<file path="src/rtl/pipe_hazard_ctrl.sv">
// pipe_hazard_ctrl: stall/flush sequencer for the five-stage pipeline.
// Resolves memory-wait, redirect and load-use hazards in that priority order.
// Keeps saturating stall/redirect counters and a sticky memory-timeout flag.
module pipe_hazard_ctrl #(
  parameter int FLUSH_DEPTH = 1,
  parameter int MAX_WAIT    = 16,
  parameter int CNT_W       = 32
) (
  input  logic             clk,
  input  logic             reset,
  input  logic [4:0]       ifid_rs1,
  input  logic [4:0]       ifid_rs2,
  input  logic             idex_memread,
  input  logic [4:0]       idex_rd,
  input  logic             ex_branch_taken,
  input  logic             exmem_mem_req,
  input  logic             dmem_ready,
  output logic             pc_en,
  output logic             ifid_en,
  output logic             idex_en,
  output logic             exmem_en,
  output logic             memwb_en,
  output logic             ifid_flush,
  output logic             idex_flush,
  output logic             memwb_flush,
  output logic             mem_timeout,
  output logic [CNT_W-1:0] stall_cnt,
  output logic [CNT_W-1:0] flush_cnt
);

  localparam int WW = $clog2(MAX_WAIT + 1);

  typedef enum logic [1:0] {RUN, REDIRECT, MEM_WAIT} state_t;

  state_t         state_reg;
  state_t         saved_reg;
  state_t         eff_state;
  logic [2:0]     rcnt_reg;
  logic [WW-1:0]  wcnt_reg;
  logic           timeout_reg;
  logic           mem_stall;
  logic           load_use;
  logic           redirect_accept;
  logic [1:0]     cnt_inc;

  assign mem_stall = exmem_mem_req & ~dmem_ready;
  assign load_use  = idex_memread & (idex_rd != 5'd0) &
                     ((idex_rd == ifid_rs1) | (idex_rd == ifid_rs2));

  // The cycle memory becomes ready is judged as if we were already back in
  // the state saved on entry to MEM_WAIT.
  assign eff_state = (state_reg == MEM_WAIT) ? saved_reg : state_reg;

  assign redirect_accept = ~mem_stall & ex_branch_taken;

  // Control outputs: zero-latency decode of state and current hazards.
  always_comb begin
    pc_en       = 1'b0;
    ifid_en     = 1'b0;
    idex_en     = 1'b0;
    exmem_en    = 1'b0;
    memwb_en    = 1'b0;
    ifid_flush  = 1'b0;
    idex_flush  = 1'b0;
    memwb_flush = 1'b0;
    if (!reset) begin
      if (mem_stall) begin
        // Freeze everything up to EX/MEM; WB gets a bubble so nothing retires twice.
        memwb_en    = 1'b1;
        memwb_flush = 1'b1;
      end else if (ex_branch_taken) begin
        pc_en      = 1'b1;
        ifid_en    = 1'b1;
        idex_en    = 1'b1;
        exmem_en   = 1'b1;
        memwb_en   = 1'b1;
        ifid_flush = 1'b1;
        idex_flush = 1'b1;
      end else if (load_use && eff_state == RUN) begin
        idex_en    = 1'b1;
        exmem_en   = 1'b1;
        memwb_en   = 1'b1;
        idex_flush = 1'b1;
      end else begin
        pc_en      = 1'b1;
        ifid_en    = 1'b1;
        idex_en    = 1'b1;
        exmem_en   = 1'b1;
        memwb_en   = 1'b1;
        ifid_flush = (eff_state == REDIRECT);
      end
    end
  end

  // Sequencer state: redirect shadow countdown and memory-wait save/restore.
  always_ff @(posedge clk or posedge reset) begin
    if (reset) begin
      state_reg <= RUN;
      saved_reg <= RUN;
      rcnt_reg  <= 3'd0;
    end else if (mem_stall) begin
      state_reg <= MEM_WAIT;
      if (state_reg != MEM_WAIT) begin
        saved_reg <= state_reg;
      end
    end else if (ex_branch_taken) begin
      if (FLUSH_DEPTH > 0) begin
        state_reg <= REDIRECT;
        rcnt_reg  <= 3'(FLUSH_DEPTH);
      end else begin
        state_reg <= RUN;
        rcnt_reg  <= 3'd0;
      end
    end else if (eff_state == REDIRECT) begin
      if (rcnt_reg <= 3'd1) begin
        state_reg <= RUN;
        rcnt_reg  <= 3'd0;
      end else begin
        state_reg <= REDIRECT;
        rcnt_reg  <= rcnt_reg - 3'd1;
      end
    end else begin
      state_reg <= RUN;
    end
  end

  // Consecutive memory-stall counter and sticky timeout flag.
  always_ff @(posedge clk or posedge reset) begin
    if (reset) begin
      wcnt_reg    <= '0;
      timeout_reg <= 1'b0;
    end else if (mem_stall) begin
      if (wcnt_reg != WW'(MAX_WAIT)) begin
        wcnt_reg <= wcnt_reg + 1'b1;
      end
      if (wcnt_reg >= WW'(MAX_WAIT - 1)) begin
        timeout_reg <= 1'b1;
      end
    end else begin
      wcnt_reg <= '0;
    end
  end

  assign mem_timeout = timeout_reg;

  // Index 0 counts PC stall cycles, index 1 counts accepted redirects.
  assign cnt_inc = {redirect_accept, ~pc_en};

  for (genvar gi = 0; gi < 2; gi++) begin : g_cnt
    logic [CNT_W-1:0] cnt_reg;

    // Saturating performance counter.
    always_ff @(posedge clk or posedge reset) begin
      if (reset) begin
        cnt_reg <= '0;
      end else if (cnt_inc[gi] && (cnt_reg != {CNT_W{1'b1}})) begin
        cnt_reg <= cnt_reg + 1'b1;
      end
    end
  end

  assign stall_cnt = g_cnt[0].cnt_reg;
  assign flush_cnt = g_cnt[1].cnt_reg;

endmodule

</file>
<file path="config.mk">
export PLATFORM = sky130hd
export DESIGN_NAME = pipe_hazard_ctrl
export DESIGN_NICKNAME = d
export VERILOG_FILES = /design/src/rtl/pipe_hazard_ctrl.sv
export SDC_FILE = /design/constraint.sdc
export NUM_CORES = 1
export LEC_CHECK = 0
export BUFFER_PORTS_ARGS = -buffer_cell sky130_fd_sc_hd__buf_2
export CAP_MARGIN = 40
export CORE_MARGIN = 2
export CORE_UTILIZATION = 49
export CTS_CLUSTER_SIZE = 24
export DETAILED_ROUTE_END_ITERATION = 12
export GPL_TIMING_DRIVEN = 0
export PLACE_DENSITY = 0.77
export SETUP_SLACK_MARGIN = 0.1
export SKIP_LAST_GASP = 1
export SYNTH_ARGS = -nofsm -noshare
export SYNTH_HDL_FRONTEND = slang
export SYNTH_SLANG_ARGS = --single-unit
export TNS_END_PERCENT = 30
</file>
<file path="constraint.sdc">
create_clock -name clk -period 2.6 [get_ports clk]
set_input_delay 0.52 -clock clk [delete_from_list [all_inputs] [get_ports clk]]
set_output_delay 0.52 -clock clk [all_outputs]
set_load 0.02 [all_outputs]
</file>
=== After elaboration in Yosys (flattened, before gate mapping) ===
Cells that the tools add are included.

* Register bits after elaboration: 77
* Bits of input ports: 21
* Logic and storage cells: 66

* $add $sub $neg: 4
* $lt $le $gt $ge: 2
* Bitwise logic cells: 8
* Muxes and demuxes: 27
* Reduce and logical (&&, ||, !) cells: 9
* Eq/ne operators: 9

{| class="wikitable"
|+ Operators by type and width
! operator !! number
|-
| $add A32 B1 Y32 const B || 2
|-
| $ne A32 B32 Y1 const B || 2
|-
| $mux W1 || 18
|-
| $eq A5 B5 Y1 || 2
|-
| $mux W5 || 2
|-
| $mux W3 || 3
|-
| $mux W2 || 4
|-
| $reduce_and A2 Y1 || 3
|-
| $add A5 B1 Y5 const B || 1
|-
| $ge A5 B4 Y1 const B || 1
|-
| $ne A5 B5 Y1 const B || 1
|-
| $reduce_bool A5 Y1 || 1
|-
| $and A1 B1 Y1 || 4
|-
| $le A3 B1 Y1 const B || 1
|-
| $logic_and A1 B1 Y1 || 3
|-
| $not A1 Y1 || 3
|-
| $sub A3 B1 Y3 const B || 1
|-
| $eq A2 B1 Y1 const B || 1
|-
| $eq A2 B2 Y1 const B || 1
|-
| $logic_not A2 Y1 || 1
|-
| $ne A2 B1 Y1 const B || 1
|-
| $ne A2 B2 Y1 const B || 1
|-
| $reduce_bool A2 Y1 || 1
|-
| $or A1 B1 Y1 || 1
|}

=== Logic depth before layout (Yosys ltp) ===
Gate-level depths: netlist (run 1).

* Depth in word-level cells: 10
* Gate-level depth with buffers: 8
* Mapped depth without buffers: 7

=== Least setup slack after synthesis (run 1) ===
Ideal clock, no wire load.

* Kind: input-to-output
* Start: input reset
* End: output memwb_en
* Path buffers: 0
* Data required time: 2.080 ns
* Slack: -0.142 ns
* Stages on the path: 1
* Arrival time: 2.222 ns
* Cells stage by stage: inv_1

* Longest elaborated chain between the ends: 1

{| class="wikitable"
|+ Ends and longest elaborated chain
! what !! RTL line !! RTL
|-
| start, declared || 10 || <nowiki>input logic reset,</nowiki>
|-
| $mux W1 || 66 || <nowiki>if (!reset) begin</nowiki>
|-
| end, declared || 22 || <nowiki>output logic memwb_en,</nowiki>
|}

Every way passes these cells.

=== Final worst setup path (run 1) ===
* Start: input idex_rd[4]
* End: output pc_en

* Longest elaborated chain between the ends: 8
* Elaborated cells on any way between the ends: 11

{| class="wikitable"
|+ Ends and longest elaborated chain
! what !! RTL line !! RTL
|-
| start, declared || 14 || <nowiki>input logic [4:0] idex_rd,</nowiki>
|-
| $eq A5 B5 Y1 / $reduce_bool A5 Y1 (equally long branches) || 48, 47 ||
|-
| $or A1 B1 Y1 / $and A1 B1 Y1 (equally long branches) || 48, 47 ||
|-
| $and A1 B1 Y1 (*) || 47 || <nowiki>assign load_use = idex_memread & (idex_rd != 5'd0) &</nowiki>
|-
| $logic_and A1 B1 Y1 (*) || 79 || <nowiki>end else if (load_use && eff_state == RUN) begin</nowiki>
|-
| $mux W1 (*) || 79 ||
|-
| $mux W1 (*) || 71 || <nowiki>end else if (ex_branch_taken) begin</nowiki>
|-
| $mux W1 (*) || 67 || <nowiki>if (mem_stall) begin</nowiki>
|-
| $mux W1 (*) || 66 ||
|-
| end, declared || 18 || <nowiki>output logic pc_en,</nowiki>
|}

Every way passes the cells marked *; elsewhere a longest branch is shown, timed or not.

==> reports/metrics.yaml, run 1 <==
floorplanning:
  ios: 94
  fp.dieW_um: 93.82
  dieArea_sq_um: 8801
  die_h_um: 93.82
  rows: 32
  start_util_pct: 50.89
  core-area_sq_um: 7767
cells_and_area:
  diodes: 0
  drive_gt1_share_pct: 29.65
  fillers: 663
  layout_common_cells: "buf_2 (94), dfrtp_1 (77), xnor2_1 (53), nand3_1 (33)"
  final_common_cell: "buf_2"
  ff_latch_area_sq_um: 1927
  multi_input_area_sq_um: 1933
  utilization_pct: 62.76
  syn2layout_area_growth_pct: 23.33
  fin_nets: 512
synth:
  async_reset_ff_share_pct: 100.0
  ys.flop_type: "dfrtp_1"
  ys_ff_latch: 77
  syn-cell-area_sq_um: 3953
  synthDistinctLibCells: 48
  synthesis.nets: 403
  synth_edf_count: 0
  synthCells: 375
  avgSynthCellArea_sq_um: 10.54
  yosysSeqAreaShare_pct: 48.75
  synth_warnings: 0
critical_path:
  cp_max_fo: 3
  arrival_ns: 1.96
  required_ns: 2.08
  timing.critical_path.buf_inv: 5
  critPathMostFrequentCell: "buf_6"
  startpoint_type: "input pin"
  cpMaxStageDelayCell: "or4_4"
  cpPeakStageDelay_ns: 0.54
  path_cells: "buf_4 > or4_4 > o2111ai_4 > o31ai_4 > buf_6 > inv_2 > buf_6 > buf_6"
  cp-end-kind: "primary output"
  crit_type: "input pin to primary output"
  crit_family: "simple AND/OR/NAND/NOR gates"
sta:
  slew_headroom_pct: 54.47
  finalHoldViolations: 0
  final-setup-viol-count: 0
  fmax_mhz: 403.2
  fin_skew_ns: 0.008094
  period_needed_ns: 2.480
  drv_slew: 0
  fin_ws_ns: 0.1199
  finalCritPeriodShare_pct: 95.39
  hold_ws_ns: 0.1912
  rsz0062_at_grt: "true"
  worstMarginPinSlew_ns: 0.6788
clock_tree:
  cts_root_buf: "clkbuf_8"
  clk_latency_ns: 0.35
  cts_buffers: 9
  clkSinkCount: 77
  clk_pin_slew_worst_paths_ns: 0.08
  htree_levels: 3
  cts_tree: "done"
  clockBufferDepth: 2
drt:
  top_layer_used: "met4"
  vias: 3149
  drt_iter0_drc: 140
  dr.pass1.iters: 4
  met2_length_um: 4344
  routed_wirelength_um: 8554
  avgRoutedWirePerCell_um: 14.47
  detail-route-antenna-nets: 0
  drc: 0
  viasPerCell: 5.328
  met1_length_um: 3624
  wl_met3_um: 499
grt:
  grt_pass1_wl_um: 14240
  grt-ovfl-total: 0
  grt_max_degree: 40
  track_usage_pct: 20.34
  antenna_found_initial: 0
  grt_pass1_vias: 3058
placed_design:
  numPortBuffers: 93
  place.gp.congestion: 0.8244
  place_ws_ns: -0.1418
  dp_hpwl_um: 6187
pwr:
  power_density_nw_per_um2: 629.9
  p_leak_uw: 0.002428
  peakVddDrop_mv: 0.6130
status:
  run_status: "finished clean"
flow_run:
  cap_violations: 0
worst_hold_path:
  min_path_type: "input pin to asynchronous set/reset pin"
through the flow:
| stage | instances | TNS (ns) | power [uW] | area (sq um) |
|---|---|---|---|---|
| final | 591 | 0 | 3071 | 4875 |
| after global routing | 591 | 0 | 3247 | 4875 |
| after CTS | 591 | 0 | 3099 | 4851 |
| after detailed placement | 572 | -0.1703 | 2166 | 4589 |
| after global placement | 570 | -0.7100 | 2124 | 4549 |
| after floorplan | 375 | 0 | 1921 | 3956 |
synthesized netlist by cell type, types with 3 or more instances:
library cell | number | share of area [%]
nand2_1 | 21 | 2.0
xor2_1 | 21 | 4.7
nor2_1 | 21 | 2.0
nand3_1 | 33 | 4.2
nand4_1 | 23 | 3.6
inv_1 | 15 | 1.4
nand4_4 | 3 | 1.6
o21ai_0 | 6 | 0.76
and3_1 | 23 | 3.6
ha_1 | 7 | 2.2
buf_2 | 5 | 0.63
or2_1 | 3 | 0.47
nor3_1 | 9 | 1.1
a21oi_1 | 6 | 0.76
and4_1 | 5 | 1.1
nor2b_1 | 3 | 0.47
dfrtp_1 | 77 | 49
xnor2_1 | 53 | 12
power by group:
part	switching, uW	internal, uW
sequential	164	1330
combinational	396	278
clock	442	466
kinds of logic after synthesis:
family	Yosys count	synth area share, %
buffers and inverters	26	3.197
adders and majority gates	7	2.216
xor gates and xnor gates	74	16.40
muxes	4	1.076
and+or+nand+nor	167	25.04
AOI/OAI and AO/OA	20	3.324
DFF	77	48.75
worst register-to-register path: cells and delay by family (launching register included):
kind                     cells  cell delay (ns)
XOR/XNOR                     1             0.17
AND/OR/NAND/NOR              4             0.56
adder cells (fa/ha/maj)      1             0.24
buffers and inverters        1             0.15
AO/OA/AOI/OAI                1             0.60
flip-flops                   1             0.43
area by class of cell:
cell class                 instances  area share (%)
multi-input combinational        272           39.66
inverter                          15           1.232
tap                              102           2.618
timing repair buffer              98           11.22
clock buffer                      10           2.823
buffer                            11           1.643
clock inverter                     6           1.283
sequential                        77           39.53
per-layer routing:
layer / GRT usage (%) / vias to the layer above
met2: 34.88 / 73
li1: - / 1523
met5: 0 / -
met3: 7.223 / 9
met1: 24.75 / 1544
met4: 4.227 / 0
path summary, 6_finish.rpt:
check                      cells after the start  slack [ns]            end          start
max                                            8        0.12          pc_en     idex_rd[4]
min                                            2        0.19    rcnt_reg[0]          reset
max reg2reg                                    8        0.33  flush_cnt[11]   flush_cnt[0]
min reg2reg                                    1        0.49  flush_cnt[15]  flush_cnt[15]
max in group asynchronous                      4        1.70  stall_cnt[10]          reset
min in group clk                               1        0.49  flush_cnt[15]  flush_cnt[15]
timing repair:
action / 4_1_cts / 5_1_grt
pin swaps: 2 / 3
resized for setup: 8 / 9
endpoints found under the setup margin: 2 / 2
setup buffers: 3 / 0
hold buffers: 0 / 0
Power figures use the tool's default switching activity.
==> run 2, diff against run 1 <==
--- a/config.mk
+++ b/config.mk
@@ -12,7 +12,7 @@
 export CTS_CLUSTER_SIZE = 24
 export DETAILED_ROUTE_END_ITERATION = 12
 export GPL_TIMING_DRIVEN = 0
-export PLACE_DENSITY = 0.77
+export PLACE_DENSITY = 0.83
 export SETUP_SLACK_MARGIN = 0.1
 export SKIP_LAST_GASP = 1
 export SYNTH_ARGS = -nofsm -noshare
==> run 2 against run 1 <==
Against the previous run:
- sequential share of layout area hardly changed
- worst hold slack worse by 0.095 ns
- maximum frequency is 1.6% higher
- non-clock buffer count is 1 lower
- wire length is 0.68% lower
- sequential power hardly changed
- first-iteration DRC count is 2.9% higher
- highest routed layer unchanged
==> reports/metrics.yaml, run 2 (synthesis results as in run 1) <==
critical_path:
  required_ns: 2.08  # about the same
  path_cells: "buf_2 > or4_4 > o2111ai_4 > o31ai_4 > buf_6 > inv_4 > buf_6 > buf_6"  # was buf_4 > or4_4 > o2111ai_4 > o31ai_4 > buf_6 > inv_2 > buf_6 > buf_6
  arrival_ns: 1.92  # was 1.96 ns
  critPathMostFrequentCell: "buf_6"  # unchanged
  cp-end-kind: "primary output"  # unchanged
  r2r_start: "stall_cnt[15]"  # was flush_cnt[0]
  crit_start: "idex_rd[2]"  # was idex_rd[4]
  cpPeakStageDelay_ns: 0.53  # was 0.54 ns
  cpMaxStageDelayCell: "or4_4"  # unchanged
  cp_max_fo: 3  # unchanged
  crit_type: "input pin to primary output"  # unchanged
  startpoint_type: "input pin"  # unchanged
cells_and_area:
  drive_gt1_share_pct: 29.10  # was 29.65%
  syn2layout_area_growth_pct: 23.24  # was 23.33%
  fillers: 629  # was 663
  final_common_cell: "buf_2"  # unchanged
  design_area_sq_um: 4871  # was 4875 sq um
  fin_nets: 511  # was 512
  diodes: 0  # unchanged
  layout_common_cells: "buf_2 (95), dfrtp_1 (77), xnor2_1 (53), nand3_1 (33)"  # was buf_2 (94), dfrtp_1 (77), xnor2_1 (53), nand3_1 (33)
pwr:
  peakVddDrop_mv: 0.7279  # was 0.6130 mV
  p_leak_uw: 0.002433  # was 0.002428 uW
  seqPwrFrac_pct: 47.9  # was 48.5%
  p_int_uw: 2120  # was 2069 uW
  combPwrFrac_pct: 21.8  # was 22.0%
  p_switching_uw: 979.2  # was 1002 uW
  p_clk_share_pct: 30.3  # was 29.6%
  power_density_nw_per_um2: 636.3  # was 629.9 nW/um^2
  switching_share_pct: 31.59  # was 32.62%
placed_design:
  numPortBuffers: 93  # unchanged
  dp_hpwl_um: 6139  # was 6187 um
  place.gp.congestion: 0.8584  # was 0.8244
  dpl_cell_area_sq_um: 4589  # unchanged
floorplanning:
  start_util_pct: 50.89  # unchanged
  die_h_um: 93.82  # unchanged
  dieArea_sq_um: 8801  # unchanged
  rows: 32  # unchanged
  fp.dieW_um: 93.82  # unchanged
  core-area_sq_um: 7767  # unchanged
  ios: 94  # unchanged
drt:
  avgRoutedWirePerCell_um: 14.40  # was 14.47 um
  drc: 0  # unchanged
  met1_length_um: 3661  # was 3624 um
  wl_met3_um: 434  # was 499 um
  routed_wirelength_um: 8496  # was 8554 um
  met2_length_um: 4249  # was 4344 um
  vias: 3174  # was 3149
  viasPerCell: 5.380  # was 5.328
  drt_iter0_drc: 144  # was 140
  dr.pass1.iters: 4  # unchanged
  top_layer_used: "met4"  # unchanged
  detail-route-antenna-nets: 0  # unchanged
grt:
  grt_pass1_vias: 3061  # was 3058
  grt_pass1_wl_um: 14310  # was 14240 um
  grt_max_degree: 38  # was 40
  track_usage_pct: 20.53  # was 20.34%
  grt-ovfl-total: 0  # unchanged
  antenna_found_initial: 0  # unchanged
sta:
  drv_slew: 0  # unchanged
  period_needed_ns: 2.440  # was 2.480 ns
  fmax_mhz: 409.8  # was 403.2 MHz
  rsz0062_at_grt: "false"  # was true
  final-setup-viol-count: 0  # unchanged
  finalHoldViolations: 0  # unchanged
  worstMarginPinSlew_ns: 0.6542  # was 0.6788 ns
  fin_skew_ns: 0.01249  # was 0.008094 ns
  finalCritPeriodShare_pct: 93.86  # was 95.39%
  slew_headroom_pct: 56.12  # was 54.47%
  setup-tns-final_ns: 0  # unchanged
clock_tree:
  clockBufferDepth: 2  # unchanged
  cts_tree: "done"  # unchanged
  cts_buffers: 9  # unchanged
  cts_hold_buffers: 0  # unchanged
  htree_levels: 3  # unchanged
  clk_latency_ns: 0.35  # about the same
  clkSinkCount: 77  # unchanged
  clk_pin_slew_worst_paths_ns: 0.08  # about the same
  cts_root_buf: "clkbuf_8"  # unchanged
flow_run:
  cap_violations: 0  # unchanged
status:
  run_status: "finished clean"  # unchanged
worst_hold_path:
  min_path_type: "input pin to asynchronous set/reset pin"  # unchanged
[run 2: what timing repair did]
action | in CTS | in global routing
hold endpoints to repair | 0 | 0
setup buffers | 2 | 0
pin swaps | 2 | 3
gates resized for setup | 8 | 6
setup endpoints to repair | 2 | 2
gates cloned | 0 | 0
[run 2: power groups by stage]
stage          clock network [uW]  registers [uW]  logic (uW)
6_report                      940            1490         675
5_1_grt                      1020            1510         739
4_1_cts                       971            1480         674
3_5_place_dp                    0            1500         657
3_3_place_gp                    0            1490         627
2_1_floorplan                   0            1590         327
[run 2: path summary, 6_finish.rpt]
| check | end | slack (ns) | cells after the start |
|---|---|---|---|
| setup / recovery | pc_en | 0.16 | 8 |
| hold / removal | wcnt_reg[4] | 0.1 | 2 |
| setup reg to reg | stall_cnt[1] | 0.32 | 7 |
| hold reg to reg | mem_timeout | 0.46 | 1 |
| max in group asynchronous | wcnt_reg[0] | 1.84 | 4 |
| min in group clk | mem_timeout | 0.46 | 1 |
[run 2: layout make-up]
| type | count | area [sq um] | share of cell area [%] |
|---|---|---|---|
| Tap cell | 102 | 127.6 | 2.620 |
| Buffer | 11 | 80.08 | 1.644 |
| Timing Repair Buffer | 97 | 533.0 | 10.94 |
| Sequential cell | 77 | 1927 | 39.56 |
| Clock buffer | 13 | 168.9 | 3.468 |
| Inverter | 15 | 62.56 | 1.284 |
| Multi-Input combinational cell | 272 | 1929 | 39.61 |
| Clock inverter | 3 | 42.54 | 0.8734 |
[run 2: per-stage QoR]
stage / std cells / total power (uW) / hold WS (ns) / setup WS (ns) / utilization (%)
floorplan: 375 / 1921 / 0.4432 / 0.1524 / -
global placement: 570 / 2119 / 0.4511 / -0.5361 / 58.57
detailed placement: 572 / 2160 / 0.4494 / -0.1447 / 59.09
CTS: 590 / 3128 / 0.08131 / 0.1030 / 62.50
global route: 590 / 3268 / 0.08987 / 0.1108 / 62.71
finish: 590 / 3100 / 0.09668 / 0.1595 / 62.71
[run 2: critical path, delay by kind of cell]
kind	cells	cell delay, ns
AOI/OAI and AO/OA	2	0.36
buffers and inverters	5	0.52
and+or+nand+nor	1	0.53
[run 2: routing by layer]
| layer | global-route usage (%) | up-vias |
|---|---|---|
| met4 | 6.763 | 0 |
| met5 | 0 | - |
| li1 | - | 1533 |
| met1 | 25.99 | 1530 |
| met3 | 4.575 | 16 |
| met2 | 34.82 | 95 |
